$ cat src/rtl/fdma_wr_arbiter_pkg.sv
// Shared definitions for the FDMA write-channel arbiter: bus widths, FSM states
// and the modular index helper used by the round-robin picker.
package fdma_pkg;

  localparam int FDMA_ADDR_W = 32;
  localparam int FDMA_SIZE_W = 32;

  typedef enum logic [1:0] {
    S_IDLE  = 2'd0,
    S_ARB   = 2'd1,
    S_ISSUE = 2'd2,
    S_XFER  = 2'd3
  } arb_state_t;

  // (base + off) mod n, used to rotate and un-rotate requester indices.
  function automatic int rr_index(input int base, input int off, input int n);
    return (base + off) % n;
  endfunction

endpackage

$ cat src/rtl/fdma_wr_arbiter_if.sv
// Requester-side and FDMA-side signals of the write arbiter, bundled with
// modports for the arbiter (master) and its environment (slave).
interface fdma_wr_arbiter_if
  import fdma_pkg::*;
#(
  parameter int NREQ   = 4,
  parameter int DATA_W = 128
);

  // Handshake: req_areq[i] is a one-cycle request pulse with no backpressure;
  // the arbiter answers with a one-cycle pkg_wr_areq, after which the FDMA
  // master drives pkg_wr_en per consumed beat and pkg_wr_last on the final beat.
  logic [NREQ-1:0]             req_areq;
  logic [NREQ*FDMA_ADDR_W-1:0] req_addr;
  logic [NREQ*FDMA_SIZE_W-1:0] req_size;
  logic [NREQ*DATA_W-1:0]      req_data;
  logic [NREQ-1:0]             req_wr_en;
  logic [NREQ-1:0]             req_wr_last;

  logic                        pkg_wr_areq;
  logic                        pkg_wr_en;
  logic                        pkg_wr_last;
  logic [FDMA_ADDR_W-1:0]      pkg_wr_addr;
  logic [FDMA_SIZE_W-1:0]      pkg_wr_size;
  logic [DATA_W-1:0]           pkg_wr_data;

  modport master (
    input  req_areq, req_addr, req_size, req_data,
    input  pkg_wr_en, pkg_wr_last,
    output req_wr_en, req_wr_last,
    output pkg_wr_areq, pkg_wr_addr, pkg_wr_size, pkg_wr_data
  );

  modport slave (
    output req_areq, req_addr, req_size, req_data,
    output pkg_wr_en, pkg_wr_last,
    input  req_wr_en, req_wr_last,
    input  pkg_wr_areq, pkg_wr_addr, pkg_wr_size, pkg_wr_data
  );

endinterface

$ cat src/rtl/fdma_wr_arbiter_rr_pick.sv
// Combinational round-robin picker: first pending index strictly after
// last_grant, wrapping modulo NREQ.
module rr_pick
  import fdma_pkg::*;
#(
  parameter int NREQ = 4
) (
  input  logic [NREQ-1:0]         pending,
  input  logic [$clog2(NREQ)-1:0] last_grant,
  output logic                    valid,
  output logic [$clog2(NREQ)-1:0] idx
);

  localparam int IW = $clog2(NREQ);

  logic [NREQ-1:0] rotated;
  logic [IW-1:0]   first_off;

  // rotated[0] is the requester right after last_grant
  always_comb begin
    rotated = '0;
    for (int k = 0; k < NREQ; k++) begin
      rotated[k] = pending[IW'(rr_index(int'(last_grant), k + 1, NREQ))];
    end
  end

  always_comb begin
    first_off = '0;
    for (int k = NREQ - 1; k >= 0; k--) begin
      if (rotated[k]) first_off = IW'(k);
    end
  end

  assign valid = |pending;
  assign idx   = IW'(rr_index(int'(last_grant), int'(first_off) + 1, NREQ));

endmodule

$ cat src/rtl/fdma_wr_arbiter.sv
// Round-robin arbiter sharing one FDMA write channel among NREQ packet writers:
// latches request pulses, grants one requester per burst and routes strobes back.
module fdma_wr_arbiter
  import fdma_pkg::*;
#(
  parameter int NREQ        = 4,
  parameter int DATA_W      = 128,
  parameter int TIMEOUT_CYC = 4096
) (
  input  logic                    ui_clk,
  input  logic                    ui_rstn,
  fdma_wr_arbiter_if.master       bus,
  output logic [2:0]              grant_id,
  output logic                    busy,
  output logic                    err_timeout,
  output logic [31:0]             burst_cnt,
  output arb_state_t              fsm_state
);

  localparam int IW  = $clog2(NREQ);
  localparam int WDW = $clog2(TIMEOUT_CYC + 1);

  arb_state_t state, state_nxt;

  logic [NREQ-1:0]        pending;
  logic [NREQ-1:0]        grant_clr;
  logic [IW-1:0]          grant;
  logic [IW-1:0]          last_grant;
  logic                   pick_valid;
  logic [IW-1:0]          pick_idx;
  logic [FDMA_ADDR_W-1:0] addr_q;
  logic [FDMA_SIZE_W-1:0] size_q;
  logic [FDMA_ADDR_W-1:0] pick_addr;
  logic [FDMA_SIZE_W-1:0] pick_size;
  logic [WDW-1:0]         wd_cnt;

  rr_pick #(.NREQ(NREQ)) u_pick (
    .pending    (pending),
    .last_grant (last_grant),
    .valid      (pick_valid),
    .idx        (pick_idx)
  );

  // Slice selection is written as a constant-index mux to keep widths exact.
  always_comb begin
    pick_addr = '0;
    pick_size = '0;
    for (int i = 0; i < NREQ; i++) begin
      if (pick_idx == IW'(i)) begin
        pick_addr = bus.req_addr[i*FDMA_ADDR_W +: FDMA_ADDR_W];
        pick_size = bus.req_size[i*FDMA_SIZE_W +: FDMA_SIZE_W];
      end
    end
  end

  always_comb begin
    bus.pkg_wr_data = '0;
    for (int i = 0; i < NREQ; i++) begin
      if (grant == IW'(i)) bus.pkg_wr_data = bus.req_data[i*DATA_W +: DATA_W];
    end
  end

  always_comb begin
    grant_clr = '0;
    if (state == S_ARB && pick_valid) grant_clr[pick_idx] = 1'b1;
  end

  // A pulse landing in the same cycle as its grant keeps the request pending.
  always_ff @(posedge ui_clk or negedge ui_rstn) begin
    if (!ui_rstn) begin
      pending <= '0;
    end else begin
      pending <= (pending & ~grant_clr) | bus.req_areq;
    end
  end

  always_ff @(posedge ui_clk or negedge ui_rstn) begin
    if (!ui_rstn) begin
      state <= S_IDLE;
    end else begin
      state <= state_nxt;
    end
  end

  always_comb begin
    state_nxt = state;
    case (state)
      S_IDLE:  if (|pending) state_nxt = S_ARB;
      S_ARB:   state_nxt = S_ISSUE;
      S_ISSUE: state_nxt = S_XFER;
      S_XFER:  if (bus.pkg_wr_last) state_nxt = S_IDLE;
      default: state_nxt = S_IDLE;
    endcase
  end

  // Strobes reach only the granted requester, and only while a burst is live.
  always_comb begin
    bus.req_wr_en   = '0;
    bus.req_wr_last = '0;
    if (state == S_XFER) begin
      bus.req_wr_en[grant]   = bus.pkg_wr_en;
      bus.req_wr_last[grant] = bus.pkg_wr_last;
    end
    bus.pkg_wr_areq = (state == S_ISSUE);
    busy            = (state == S_ISSUE) || (state == S_XFER);
  end

  always_ff @(posedge ui_clk or negedge ui_rstn) begin
    if (!ui_rstn) begin
      grant      <= '0;
      last_grant <= IW'(NREQ - 1);
      addr_q     <= '0;
      size_q     <= '0;
    end else if (state == S_ARB && pick_valid) begin
      grant      <= pick_idx;
      last_grant <= pick_idx;
      addr_q     <= pick_addr;
      size_q     <= pick_size;
    end
  end

  // Watchdog only flags a stuck burst; the transfer itself is never aborted.
  always_ff @(posedge ui_clk or negedge ui_rstn) begin
    if (!ui_rstn) begin
      wd_cnt      <= '0;
      err_timeout <= 1'b0;
    end else if (state == S_ISSUE) begin
      wd_cnt <= '0;
    end else if (state == S_XFER && wd_cnt != WDW'(TIMEOUT_CYC)) begin
      wd_cnt <= wd_cnt + 1'b1;
      if (wd_cnt == WDW'(TIMEOUT_CYC - 1)) err_timeout <= 1'b1;
    end
  end

  always_ff @(posedge ui_clk or negedge ui_rstn) begin
    if (!ui_rstn) begin
      burst_cnt <= '0;
    end else if (state == S_XFER && bus.pkg_wr_last) begin
      burst_cnt <= burst_cnt + 32'd1;
    end
  end

  assign bus.pkg_wr_addr = addr_q;
  assign bus.pkg_wr_size = size_q;
  assign grant_id        = 3'(grant);
  assign fsm_state       = state;

endmodule

$ cat src/flat_wrapper.sv
// flat-port wrapper written by rule: the top's interface ports become plain ports
module fdma_wr_arbiter_flat import fdma_pkg::*;
#(
  parameter int NREQ        = 4,
  parameter int DATA_W      = 128,
  parameter int TIMEOUT_CYC = 4096
)
  (ui_clk, ui_rstn, grant_id, busy, err_timeout, burst_cnt, fsm_state, bus_req_areq, bus_req_addr, bus_req_size, bus_req_data, bus_pkg_wr_en, bus_pkg_wr_last, bus_req_wr_en, bus_req_wr_last, bus_pkg_wr_areq, bus_pkg_wr_addr, bus_pkg_wr_size, bus_pkg_wr_data);
  fdma_wr_arbiter_if #(.NREQ(NREQ), .DATA_W(DATA_W)) bus_i ();
  input  logic ui_clk;
  input  logic ui_rstn;
  output logic [2:0] grant_id;
  output logic busy;
  output logic err_timeout;
  output logic [31:0] burst_cnt;
  output arb_state_t fsm_state;
  input wire logic [$bits(bus_i.req_areq)-1:0] bus_req_areq;
  input wire logic [$bits(bus_i.req_addr)-1:0] bus_req_addr;
  input wire logic [$bits(bus_i.req_size)-1:0] bus_req_size;
  input wire logic [$bits(bus_i.req_data)-1:0] bus_req_data;
  input wire logic [$bits(bus_i.pkg_wr_en)-1:0] bus_pkg_wr_en;
  input wire logic [$bits(bus_i.pkg_wr_last)-1:0] bus_pkg_wr_last;
  output wire logic [$bits(bus_i.req_wr_en)-1:0] bus_req_wr_en;
  output wire logic [$bits(bus_i.req_wr_last)-1:0] bus_req_wr_last;
  output wire logic [$bits(bus_i.pkg_wr_areq)-1:0] bus_pkg_wr_areq;
  output wire logic [$bits(bus_i.pkg_wr_addr)-1:0] bus_pkg_wr_addr;
  output wire logic [$bits(bus_i.pkg_wr_size)-1:0] bus_pkg_wr_size;
  output wire logic [$bits(bus_i.pkg_wr_data)-1:0] bus_pkg_wr_data;
  assign bus_i.req_areq = bus_req_areq;
  assign bus_i.req_addr = bus_req_addr;
  assign bus_i.req_size = bus_req_size;
  assign bus_i.req_data = bus_req_data;
  assign bus_i.pkg_wr_en = bus_pkg_wr_en;
  assign bus_i.pkg_wr_last = bus_pkg_wr_last;
  assign bus_req_wr_en = bus_i.req_wr_en;
  assign bus_req_wr_last = bus_i.req_wr_last;
  assign bus_pkg_wr_areq = bus_i.pkg_wr_areq;
  assign bus_pkg_wr_addr = bus_i.pkg_wr_addr;
  assign bus_pkg_wr_size = bus_i.pkg_wr_size;
  assign bus_pkg_wr_data = bus_i.pkg_wr_data;
  fdma_wr_arbiter #(.NREQ(NREQ), .DATA_W(DATA_W), .TIMEOUT_CYC(TIMEOUT_CYC)) u_core (.ui_clk(ui_clk), .ui_rstn(ui_rstn), .bus(bus_i), .grant_id(grant_id), .busy(busy), .err_timeout(err_timeout), .burst_cnt(burst_cnt), .fsm_state(fsm_state));
endmodule
$ cat config.mk
export PLATFORM = sky130hd
export DESIGN_NAME = fdma_wr_arbiter_flat
export DESIGN_NICKNAME = d
export VERILOG_FILES = /design/src/rtl/fdma_wr_arbiter_pkg.sv /design/src/rtl/fdma_wr_arbiter_if.sv /design/src/rtl/fdma_wr_arbiter_rr_pick.sv /design/src/rtl/fdma_wr_arbiter.sv /design/src/flat_wrapper.sv
export SDC_FILE = /design/constraint.sdc
export NUM_CORES = 1
export LEC_CHECK = 0
export ABC_AREA = 1
export CAP_MARGIN = 15
export CORE_AREA = 8 8 387 389
export DETAILED_ROUTE_END_ITERATION = 6
export DIE_AREA = 0 0 395 397
export GPL_TIMING_DRIVEN = 0
export MAX_ROUTING_LAYER = met4
export SLEW_MARGIN = 20
export SYNTH_ARGS = -nofsm -noshare
export SYNTH_HDL_FRONTEND = slang
export SYNTH_SLANG_ARGS = --single-unit
$ cat constraint.sdc
create_clock -name ui_clk -period 3.2 [get_ports ui_clk]
set_input_delay 0.8 -clock ui_clk [delete_from_list [all_inputs] [get_ports ui_clk]]
set_output_delay 0.8 -clock ui_clk [all_outputs]
set_load 0.01 [all_outputs]
# ---- Yosys cells after proc, flatten, opt, wreduce, memory -nomap -nowiden
# Cells that the tools add are included.
dict set report totals {
  ff_bits 120
  latchBits 0
  ram_bits 0
  rom_bits 0
  inputBits 776
  out_inout_bits 240
  elab_cells 97
  mem_count 0
}
dict set report op_classes {
  addsub 8
  multipliers 0
  div_mod_pow 0
  magnitude_cmp 8
  n_eq_ne 13
  shift 0
  muxes 40
  bitwise_logic 6
  n_reduce_logical 13
}
# operator count
set op_table {}
lappend op_table {{$mux W128} 4}
lappend op_table {{$mux W32} 8}
lappend op_table {{$add A32 B1 Y32 const B} 1}
lappend op_table {{$mux W13} 2}
lappend op_table {{$lt A2 B4 Y1 const B} 4}
lappend op_table {{$add A13 B1 Y13 const B} 1}
lappend op_table {{$eq A13 B12 Y1 const B} 1}
lappend op_table {{$ne A13 B13 Y1 const B} 1}
lappend op_table {{$and A4 B4 Y4} 3}
lappend op_table {{$eq A2 B2 Y1 const B} 6}
lappend op_table {{$mux W2} 6}
lappend op_table {{$mux W4} 3}
lappend op_table {{$mux W1} 10}
lappend op_table {{$bmux W1 S2} 4}
lappend op_table {{$pmux W2 S4} 1}
lappend op_table {{$add A2 B1 Y2 const B} 3}
lappend op_table {{$eq A2 B1 Y1 const B} 3}
lappend op_table {{$logic_not A2 Y1} 3}
lappend op_table {{$lt A2 B3 Y1 const B} 2}
lappend op_table {{$logic_and A1 B1 Y1} 5}
lappend op_table {{$add A2 B2 Y2 const B} 2}
lappend op_table {{$demux W1 S2} 2}
lappend op_table {{$ge A2 B1 Y1 const B} 2}
lappend op_table {{$not A4 Y4} 1}
lappend op_table {{other kinds (10)} 10}

# ---- Longest topological paths before layout
dict set report logic_depth {
  depth_word 18
  depth_mapped 20
  mapped_depth_nobuf 18
}

# ---- Cells and area by module
# A second synthesis with hierarchy kept.
dict set report unflattened {
  hier_cells 1720
  area_unflattened_um2 10427.5
}
# mod n_inst cells_each area_per_inst_um2 seq_area_each_um2
set by_module_without_submodules {}
lappend by_module_without_submodules {fdma_wr_arbiter 1 1663 10148.5 3005.4}
lappend by_module_without_submodules {rr_pick 1 57 279.0 0.0}

# ---- Worst setup path before layout
# Ideal clock, no wire load.
dict set report synth_timing {
  kind {register to register}
  startpoint {register u_core.last_grant[0]}
  endpoint {register u_core.size_q[23], in the netlist u_core.bus.pkg_wr_size[23]}
  setup_time_ns 0.123
  t_arrival_ns 2.535
  required_time_ns 3.077
  slack_ns 0.542
  stages_incl_launch_ff 15
  n_path_buf 4
  path_cell_list {dfstp_2 buf_4 inv_4 nand2_1 nand2_1 nand2_1 nand2_1 o21bai_1 ha_1 clkbuf_1 clkbuf_1 clkbuf_1 nand3b_1 nand3_1 a21oi_1}
}
dict set report synth_between {
  elab_chain_len 15
  word_cells_on_any_way 30
  classes_between {add/sub: 6; eq/ne: 3; mux: 20; reduce/logical: 1}
}
# element line
set synth_lines {}
lappend synth_lines {{start, declared} fdma_wr_arbiter.sv:28} ;# logic [IW-1:0] last_grant;
lappend synth_lines {{start signal, assigned} fdma_wr_arbiter.sv:111} ;# last_grant <= IW'(NREQ - 1);
lappend synth_lines {{start signal, assigned} fdma_wr_arbiter.sv:116} ;# last_grant <= pick_idx;
lappend synth_lines {{$add A2 B1 Y2} fdma_wr_arbiter_pkg.sv:17} ;# return (base + off) % n;
lappend synth_lines {{$bmux W1 S2} fdma_wr_arbiter_rr_pick.sv:23} ;# rotated[k] = pending[IW'(rr_index(int'(last_grant), k + 1, NREQ))];
lappend synth_lines {{$mux W1 (implied by the code) (2 in a row)} fdma_wr_arbiter_rr_pick.sv:23}
lappend synth_lines {{$mux W2 (4 in a row)} fdma_wr_arbiter_rr_pick.sv:30} ;# if (rotated[k]) first_off = IW'(k);
lappend synth_lines {{$add A2 B1 Y2} fdma_wr_arbiter_rr_pick.sv:35} ;# assign idx = IW'(rr_index(int'(last_grant), int'(first_off) + 1, NREQ));
lappend synth_lines {{$add A2 B2 Y2 (*)} fdma_wr_arbiter_pkg.sv:17}
lappend synth_lines {{$logic_not A2 Y1} fdma_wr_arbiter.sv:49} ;# if (pick_idx == IW'(i)) begin
lappend synth_lines {{$mux W32 (3 in a row)} fdma_wr_arbiter.sv:49}
lappend synth_lines {{$mux W32 (*)} fdma_wr_arbiter.sv:49}
lappend synth_lines {{end signal, assigned} fdma_wr_arbiter.sv:118} ;# size_q <= pick_size;
lappend synth_lines {{end, declared} fdma_wr_arbiter.sv:32} ;# logic [FDMA_SIZE_W-1:0] size_q;
# Mark *: on every way between the ends. The rest lies on a longest branch, timed or not. The select of a mux whose other input is x is not followed.
# A chain may end at the register's enable or synchronous reset.

# ---- Worst setup path in the final report
dict set report layout_timing {
  startpoint {register u_core.grant[1]}
  endpoint {output port bus_pkg_wr_data[55]}
}
dict set report layout_between {
  elab_chain_len 5
  word_cells_on_any_way 8
  classes_between {eq/ne: 3; mux: 4; reduce/logical: 1}
}
# element line
set layout_lines {}
lappend layout_lines {{start, declared} fdma_wr_arbiter.sv:27} ;# logic [IW-1:0] grant;
lappend layout_lines {{start signal, assigned} fdma_wr_arbiter.sv:115} ;# grant <= pick_idx;
lappend layout_lines {{$logic_not A2 Y1} fdma_wr_arbiter.sv:59} ;# if (grant == IW'(i)) bus.pkg_wr_data = bus.req_data[i*DATA_W +: DATA_W];
lappend layout_lines {{$mux W128 (3 in a row)} fdma_wr_arbiter.sv:59}
lappend layout_lines {{$mux W128 (*)} fdma_wr_arbiter.sv:59}
lappend layout_lines {{end, declared} flat_wrapper.sv:28} ;# output wire logic [$bits(bus_i.pkg_wr_data)-1:0] bus_pkg_wr_data;
# Mark *: on every way between the ends. The rest lies on a longest branch, timed or not.

==> metrics list <==
- Max cap viols: 0
- For the pin with the worst max-slew slack, the measured transition is 1200 ps.
- For the final database, setup skew stands at 15.2 ps.
- Type of origin of the critical path: register
- The path class of the tightest hold or removal check is input pin to asynchronous set/reset pin.
* Synthesized Nets: 2582
* Fin Hold WS: 219 ps
- Die height: between 300 and 400 um
- Result of the run: completed
- Dominant cells by area after synthesis: dfrtp_1 28%, nand2_1 27%, nand4_1 12%
- Die area: 157000 um^2
- Clock tree synthesis selected as its root buffer the cell clkbuf_16.
- Initial DRC Count: 1743
- Mean area per synthesized cell: 5.94 um^2
* Setup repair after global routing missed its margin: true
- Critical path required time: roughly 2400 ps
- Final #Nets: around 3600
- Excluding fillers, the count of instances in the completed layout stands at 4817.
* Mean number of vias per cell: 3.78
- Static power due to leakage: 10.0 nW
* Kind of capture point of the worst setup path: output port
- Number of levels in the clock H-tree: 4
- Number of buffer cells added on primary ports: 1014
- Setup violations remaining at the end of the flow were counted as 0.
- Clock latency on the worst-skew pair, taken at its later pin, is 490 ps.
- IR analysis of the VDD net gives a maximum drop of 0.896 mV.
- The cell area that synthesis handed to floorplanning was 10700 um^2.
- The first global-routing pass estimated 199000 um of wire.
- The number of global-route vias before repair was roughly 18000.
* Clock Pin Slew Worst Setup and Hold Paths: 70 ps
- Data arrival time at the worst-slack endpoint: 2400 ps
- Critical-path maximum fanout: 10
- Overall overflow remaining after global route: 0
- Across all layers, the routed design uses roughly 18000 vias.
- Measured against its own limit, the worst slew margin works out to 0.200.
- After floorplanning, the core was divided into 140 placement rows.
* Number of CTS-inserted buffers: 17
- Max-slew violation count: 0
* Residual DRC: 0
- dfrtp_1 takes more of the synthesized area than any other cell.
- CTS tree: done
- Fill cells in the final layout number 16638.
- Share of layout cells above drive strength 1: 0.111
- Number of clock sinks: 120
- Routed wire length: 161000 um
* Cell count after synthesis: 1797
- The initial utilization of the core area, before any placement, comes to 0.0740.
- Power Dens Cells: 1220 nW/um^2
- Count of placed standard cells including taps: between 4000 and 5000
- Synthesis instantiated 37 different standard cells from the library.
* Largest buffer count on any clock path: 2
* Sequential share of the synthesized area: 0.282
- Area share of the largest cell type after synthesis: 0.277
* Core outline area: 144000 um^2
* Die Width: 395 um
- The first TritonRoute pass finished after 5 iterations.
- Total count of hold-check failures in the final report: 0
* Hpwl dp: 143000 um
* Fmax: 313 MHz
- Number of I/O pins: 1016
* CP Class: register to output port
- The initial antenna violation count is a little under 100.
- Final ANT Viol Nets: 0
- At the end of routability-driven placement, the weighted congestion stood at approximately 1.0.
- From synthesis to final layout, the design area changed by 133%.
- Number of buffers inserted for hold repair after clock tree synthesis: 0
- Largest net degree at the start of global routing: 78
* Global-route total usage across every layer: 0.199
- Yosys warns: 0
- In the finished design, the share of the clock period the worst path needs comes to 0.999.
- In this run, synthesis produced a sequential element count of 120.
- Crit path time final: 3200 ps
- After layout, the design draws a total of 30.4 mW.
- In the final routed layout, each cell accounts on average for 33.5 um.
-- repair_timing --
action                                  in CTS  in global routing
pin swaps                                   20                 18
endpoints found under the setup margin     207                103
resized for setup                          457                140
gates cloned                                 2                  1
setup buffers                               14                 11
-- cell type report --
| type | instances | area (um^2) | share of cell area |
|---|---|---|---|
| clock buffer | 17 | 425 | 0.0171 |
| inverter | 65 | 259 | 0.0104 |
| timing repair buffer | 1041 | 10100 | 0.407 |
| tap | 1917 | 2400 | 0.0964 |
| multi-input combinational | 1485 | 7150 | 0.287 |
| clock inverter | 15 | 181 | 0.00729 |
| antenna | 35 | 87.6 | 0.00352 |
| sequential | 120 | 3010 | 0.121 |
| buffer | 122 | 1260 | 0.0506 |
-- state kept, by name, indices dropped and copies added, names as in the netlist --
register                count
u_core.burst_cnt           32
u_core.grant                2
u_core.pending              4
u_core.bus.pkg_wr_size     32
u_core.bus.pkg_wr_addr     32
u_core.fsm_state            2
u_core.last_grant           2
u_core.wd_cnt              13
u_core.err_timeout          1
-- worst paths after layout --
kind	slack, ps	to	start	depth (start not counted)
worst max-delay path	4	bus_pkg_wr_data[55]	u_core.grant[1]$_DFFE_PN0P_	7
worst min-delay path	220	u_core.bus.pkg_wr_size[2]$_DFFE_PN0P_	ui_rstn	1
worst max register to register	80	u_core.bus.pkg_wr_addr[27]$_DFFE_PN0P_	u_core.last_grant[0]$_DFFE_PN1P_	17
worst min register to register	480	u_core.burst_cnt[31]$_DFFE_PN0P_	u_core.burst_cnt[31]$_DFFE_PN0P_	1
max in group asynchronous	2090	u_core.grant[1]$_DFFE_PN0P_	ui_rstn	2
min in group ui_clk	480	u_core.burst_cnt[31]$_DFFE_PN0P_	u_core.burst_cnt[31]$_DFFE_PN0P_	1
-- where the power goes --
part	internal (mW)	switching [mW]	leakage, nW	total (mW)
clock	1.18	1.00	0.293	2.18
sequential	2.09	0.378	1.42	2.47
combinational	8.43	17.3	8.29	25.7
total	11.7	18.7	10.0	30.4
-- layer usage --
metal  GRT usage  vias up  part of all wire
met1       0.281     8882              0.48
met3      0.0557      152             0.082
met5           -        -                 0
li1            -     8116                 -
met4      0.0334        0             0.014
met2       0.285     1058              0.42
-- synthesized netlist by cell type, drive strengths merged --
library cell and n:
nand2 761, nand4 207, nor2 207, nand3 185
dfrtp 118, clkbuf 101, inv 64, buf 26
xor2 23, nor3 18, o21ai 18, a21oi 14
nand3b 10, ha 9, xnor2 9, nor4 8
or2 8, o21bai 5, dfstp 2, and2 1
clkinv 1, conb 1, mux2 1
-- cells in the final DEF (no fill, tap or decap), drive strengths merged --
| cell | Yosys | final |
|---|---|---|
| clkdlybuf4s15 | 0 | 9 |
| xor2 | 23 | 23 |
| nand3b | 10 | 10 |
| buf | 26 | 77 |
| nand4 | 207 | 207 |
| clkdlybuf4s50 | 0 | 884 |
| and2 | 1 | 1 |
| bufinv | 0 | 2 |
| nor2 | 207 | 207 |
| o21ai | 18 | 18 |
| clkinvlp | 0 | 3 |
| conb | 1 | 1 |
| or2 | 8 | 8 |
| nand3 | 185 | 185 |
| ha | 9 | 9 |
| mux2 | 1 | 1 |
| clkdlybuf4s18 | 0 | 1 |
| dlygate4sd2 | 0 | 68 |
| o21bai | 5 | 5 |
| inv | 64 | 71 |
| clkinv | 1 | 4 |
| dlymetal6s2s | 0 | 2 |
| dfstp | 2 | 2 |
| nor3 | 18 | 18 |
| dfrtp | 118 | 118 |
| diode | 0 | 35 |
| nand2 | 761 | 761 |
| a21oi | 14 | 14 |
| clkbuf | 101 | 139 |
| nor4 | 8 | 8 |
| xnor2 | 9 | 9 |
-- through the flow --
stage / setup WS, ps / area [um^2] / TNS [ps] / utilization
floorplan: 542 / 10700 / 0 / -
CTS: -52.9 / 24800 / -156 / 0.172
finish: 4.19 / 24900 / 0 / 0.173
global placement: -4570 / 23200 / -708560 / 0.161
global route: -67.1 / 24900 / -268 / 0.172
detailed placement: -1350 / 23300 / -158250 / 0.161
-- worst max-delay path, stage by stage, from the launching register on --
cell,delay [ps]
dfrtp_2,460
nand2_2,90
inv_1,80
clkbuf_16,190
clkbuf_4,210
nand2_1,200
nand4_1,370
buf_2,280
-- cell families (layout without fill, tap and decap cells) --
family | after synthesis | count (layout) | share of synthesized area
flip-flops | 120 | 120 | 0.282
AO/OA/AOI/OAI | 37 | 37 | 0.0185
multiplexers | 1 | 1 | 0.00106
XOR/XNOR | 32 | 32 | 0.0263
AND/OR/NAND/NOR | 1405 | 1405 | 0.584
buffers and inverters | 192 | 1260 | 0.0772
adder cells (fa/ha/maj) | 9 | 9 | 0.0106
other | 1 | 36 | 0.000352
No activity file was read; power rests on OpenSTA's default activity.
